**config.mk**
```make
export PLATFORM = sky130hd
export DESIGN_NAME = dmem_arbiter
export DESIGN_NICKNAME = d
export VERILOG_FILES = /design/src/rtl/dmem_arbiter.sv
export SDC_FILE = /design/constraint.sdc
export NUM_CORES = 1
export LEC_CHECK = 0
export BUFFER_PORTS_ARGS = -buffer_cell sky130_fd_sc_hd__buf_2
export CAP_MARGIN = 15
export CORE_MARGIN = 2
export CORE_UTILIZATION = 46
export CTS_CLUSTER_DIAMETER = 200
export DETAILED_ROUTE_END_ITERATION = 10
export PLACE_DENSITY = 0.9
export SLEW_MARGIN = 20
export SYNTH_ARGS = -nofsm -noshare
export SYNTH_HDL_FRONTEND = slang
export SYNTH_SLANG_ARGS = --single-unit
```
**constraint.sdc**
```tcl
create_clock -name clk_i -period 2 [get_ports clk_i]
set_input_delay 0.3 -clock clk_i [delete_from_list [all_inputs] [get_ports clk_i]]
set_output_delay 0.3 -clock clk_i [all_outputs]
set_load 0.005 [all_outputs]
```
**src/rtl/dmem_arbiter.sv**
```systemverilog
// dmem_arbiter: shares single-port data_mem between pat core and host loader, core priority with host starvation bound
module dmem_arbiter #(
    parameter int d_adr_width = 8,
    parameter int d_width     = 8,
    parameter int hold_max    = 4
) (
    input  logic                   clk_i,
    input  logic                   reset_ni,
    input  logic                   core_req_i,
    input  logic                   core_we_i,
    input  logic [d_adr_width-1:0] core_adr_i,
    input  logic [d_width-1:0]     core_wdata_i,
    output logic                   core_gnt_o,
    output logic                   core_rvalid_o,
    output logic [d_width-1:0]     core_rdata_o,
    input  logic                   host_req_i,
    input  logic                   host_we_i,
    input  logic [d_adr_width-1:0] host_adr_i,
    input  logic [d_width-1:0]     host_wdata_i,
    output logic                   host_gnt_o,
    output logic                   host_rvalid_o,
    output logic [d_width-1:0]     host_rdata_o,
    output logic [d_adr_width-1:0] mem_read_adr_o,
    output logic [d_adr_width-1:0] mem_write_adr_o,
    output logic                   mem_write_o,
    output logic [d_width-1:0]     mem_data_in_o,
    input  logic [d_width-1:0]     mem_data_out_i
);
    typedef enum logic [1:0] {IDLE, G_CORE, G_HOST} state_t;
    localparam logic [3:0] hold_lim = 4'(hold_max);
    state_t                 state_q, state_d;
    logic [3:0]             starve_q, starve_d;
    logic [d_adr_width-1:0] adr_q, adr_d;
    logic [d_width-1:0]     wdata_q, wdata_d;
    logic                   we_q, we_d;
    logic                   core_rvalid_q, core_rvalid_d;
    logic                   host_rvalid_q, host_rvalid_d;
    logic [d_width-1:0]     core_rdata_q, core_rdata_d;
    logic [d_width-1:0]     host_rdata_q, host_rdata_d;

    // arbitration, port register next values and read-data capture of the previous grant
    always_comb begin
        state_d       = IDLE;
        starve_d      = '0;
        adr_d         = adr_q;
        wdata_d       = wdata_q;
        we_d          = 1'b0;
        core_rvalid_d = (state_q == G_CORE) && !we_q;
        host_rvalid_d = (state_q == G_HOST) && !we_q;
        core_rdata_d  = core_rvalid_d ? mem_data_out_i : core_rdata_q;
        host_rdata_d  = host_rvalid_d ? mem_data_out_i : host_rdata_q;
        if (core_req_i && host_req_i && starve_q < hold_lim) begin
            state_d  = G_CORE;
            starve_d = starve_q + 4'd1;
        end else if (host_req_i) begin
            state_d = G_HOST;
        end else if (core_req_i) begin
            state_d = G_CORE;
        end
        if (state_d == G_CORE) begin
            adr_d   = core_adr_i;
            wdata_d = core_wdata_i;
            we_d    = core_we_i;
        end else if (state_d == G_HOST) begin
            adr_d   = host_adr_i;
            wdata_d = host_wdata_i;
            we_d    = host_we_i;
        end
    end

    // state and port registers; reset drops rvalid of a grant in flight
    always_ff @(posedge clk_i) begin
        if (!reset_ni) begin
            state_q       <= IDLE;
            starve_q      <= '0;
            adr_q         <= '0;
            wdata_q       <= '0;
            we_q          <= 1'b0;
            core_rvalid_q <= 1'b0;
            host_rvalid_q <= 1'b0;
            core_rdata_q  <= '0;
            host_rdata_q  <= '0;
        end else begin
            state_q       <= state_d;
            starve_q      <= starve_d;
            adr_q         <= adr_d;
            wdata_q       <= wdata_d;
            we_q          <= we_d;
            core_rvalid_q <= core_rvalid_d;
            host_rvalid_q <= host_rvalid_d;
            core_rdata_q  <= core_rdata_d;
            host_rdata_q  <= host_rdata_d;
        end
    end

    assign core_gnt_o      = state_q == G_CORE;
    assign host_gnt_o      = state_q == G_HOST;
    assign core_rvalid_o   = core_rvalid_q;
    assign host_rvalid_o   = host_rvalid_q;
    assign core_rdata_o    = core_rdata_q;
    assign host_rdata_o    = host_rdata_q;
    assign mem_read_adr_o  = adr_q;
    assign mem_write_adr_o = adr_q;
    assign mem_write_o     = we_q;
    assign mem_data_in_o   = wdata_q;
endmodule

```
==> impl_metrics.py <==
metrics = {
    "floorplanning": {
        "rows": 23,
        "die_h_um": 67.8,
        "core_area_um2": 3970,
        "io-pin-count": 91,
        "die_area_um2": 4600,
        "die_w_um": 67.8,
        "initial_utilization_pct": 47.2,
    },
    "synthesis": {
        "syn_inst": 174,
        "syn_nets": 223,
        "synth.top_cell.area_share_pct": 43.8,
        "synthFlopType": "dfxtp_1",
        "synth_cell_types": 31,
        "ys_ff_latch": 41,
        "yosys-top-cells-area": "dfxtp_1 (44%), mux2i_1 (8.5%), o211a_1 (8.5%)",
        "yosysTopAreaCell": "dfxtp_1",
        "synth-async-reset-ratio_pct": 0,
        "yosysWarnings": 0,
        "synth_common_cells": "dfxtp_1 (41), nand2_1 (26), mux2i_1 (16), nand2b_1 (16), o211a_1 (16)",
        "ys_seq_area_share_pct": 43.8,
        "yosysMostFrequentCell": "dfxtp_1",
        "synth_enable_flop_cells": 0,
        "syn_avg_cell_area_um2": 10.8,
        "synth_area_um2": 1870,
    },
    "cells_and_area": {
        "fillers": 333,
        "drive_gt1_share_pct": 46.5,
        "utilization_pct": 60.9,
        "area_growth_pct": 29.0,
        "multi_input_area_um2": 910,
        "regArea_um2": 821,
        "nNetsFinal": 304,
        "antennaDiodeCount": 0,
    },
    "global_routing": {
        "grt_pass1_vias": 1326,
        "grtUsageTotal_pct": 16.8,
        "grt_pass1_wl_um": 5820,
        "antenna_found_initial": 0,
        "globalRoute.totalOverflow": 0,
        "grt_max_degree": 46,
    },
    "critical_path": {
        "critPathKind": "flip-flop to flip-flop",
        "cp.required_ps": 2180,
        "crit_path_start_kind": "flip-flop",
        "end_kind": "flip-flop",
        "critPathMaxFanout": 18,
        "critPathArrivalTime_ps": 1990,
    },
    "timing": {
        "final.setup.tns_ps": 0,
        "hold_violations": 0,
        "rsz0062_at_grt": "no",
        "clock.fmax_ghz": 0.552,
        "slew_viol_final": 0,
        "period_needed_ps": 1810,
        "hold_ws_ps": 270,
        "report.final.setup_viol": 0,
        "finClkSkew_ps": 9.97,
        "post-route-period-util_pct": 90.6,
    },
    "run": {
        "max-cap-violations": 0,
    },
    "clocking": {
        "cts_tree": "built",
        "htree_levels": 2,
        "clk_latency_ps": 290,
        "cts.sinks": 41,
        "post-cts-setup-buffer-count": 0,
        "cts.clk_slew.worst_paths_ps": 80,
        "numCtsBuffers": 5,
        "cts_buffer_depth": 2,
        "cts_root_buf": "clkbuf_8",
    },
    "placed_design": {
        "dp_hpwl_um": 2780,
        "port_buffers": 90,
        "gp_congestion": 0.825,
    },
    "route": {
        "antenna_left": 0,
        "num_vias": 1486,
        "drt_pass1_iterations": 4,
        "wirelength_um": 3660,
        "drtIter0Drc": 42,
        "drc": 0,
        "avgRoutedWirePerCell_um": 12.0,
        "avgViaCountPerCell": 4.86,
    },
    "power": {
        "p_int_mw": 1.45,
        "vdd_drop_max_uv": 509,
        "p_sw_share_pct": 24.3,
        "power_frac_seq_pct": 47.2,
        "p_per_area_nw_per_um2": 793,
        "leakage_nw": 1.35,
        "p_clk_share_pct": 34.5,
        "p_sw_mw": 0.466,
        "combPwrFrac_pct": 18.3,
    },
    "outcome": {
        "status": "completed",
    },
    "hold_path": {
        "min_path_type": "input pin to flip-flop",
    },
}
## sequential cells by signal, indices dropped and copies added (netlist names)
register	count
host_rdata_o	8
core_rdata_o	8
mem_read_adr_o	8
mem_data_in_o	8
state_q	2
host_rvalid_o	1
starve_q	4
core_rvalid_o	1
mem_write_o	1
## cell type report
class	count	area share, %
clock buffers	5	2.85
repair buffers	94	20.9
flip-flops and latches	41	34.0
multi-input cells	112	37.6
clock inverters	3	1.92
inverters	1	0.155
well taps	50	2.59
## stage by stage
step	area, um2	total power [mW]	worst slack (ps)	cells
after CTS	2420	1.94	117	306
after global placement	2300	1.27	246	298
final	2420	1.92	187	306
after global routing	2420	2.03	59.3	306
after detailed placement	2300	1.28	134	298
after floorplan	1870	1.15	252	174
## worst max-delay path, stage by stage (launching register included)
cell	delay, ps
dfxtp_1	380
o21ai_1	230
and2_1	170
ha_1	200
buf_12	170
mux2_2	340
o211a_1	210
## worst paths after layout
check | start | endpoint | slack [ps] | depth (start not counted)
worst max register to register | starve_q[2] | mem_data_in_o[2] | 190 | 6
worst min register to register | starve_q[0] | starve_q[0] | 440 | 1
worst max-delay path | starve_q[2] | mem_data_in_o[2] | 190 | 6
worst min-delay path | core_we_i | mem_write_o | 270 | 3
## logic make-up after synthesis
group | after synthesis | share of synthesized area [%]
mux | 32 | 19.8
compound gates | 21 | 10.6
simple gates | 55 | 15.7
flops | 41 | 43.8
other cells | 1 | 0.200
buf+inv | 21 | 7.94
fa+ha+maj | 3 | 2.00
## per-layer routing
metal	track usage (%)	vias to the layer above	part of all wire (%)	wire [um]
li1	-	755	-	-
met1	19.3	667	43	1570
met2	29.3	62	48	1760
met3	6.58	2	8.5	312
met4	4.50	0	0.41	15
met5	0	-	0	0
## repair_timing
| item | in CTS | in global routing |
|---|---|---|
| endpoints found under the hold margin | 0 | 0 |
| setup endpoints to repair | 0 | 10 |
| gates resized for setup | 0 | 1 |
| hold buffers | 0 | 0 |
## cells in the final DEF, fill, tap and decap left out, drive strengths merged, types with 2 or more instances in the layout
cell type and instances:
mux2i 16, nand2b 16, buf 94, o211a 16, nor4b 2, and3b 2
nand2 26, dfxtp 41, clkbuf 5, mux2 16, ha 3
## power groups by stage
stage	Combinational (mW)	Clock, mW	Sequential [mW]
after floorplan	0.226	0	0.929
after global placement	0.344	0	0.923
after detailed placement	0.355	0	0.925
after CTS	0.356	0.682	0.906
after global routing	0.391	0.727	0.914
final	0.350	0.661	0.905
(Power assumes the default switching activity.)
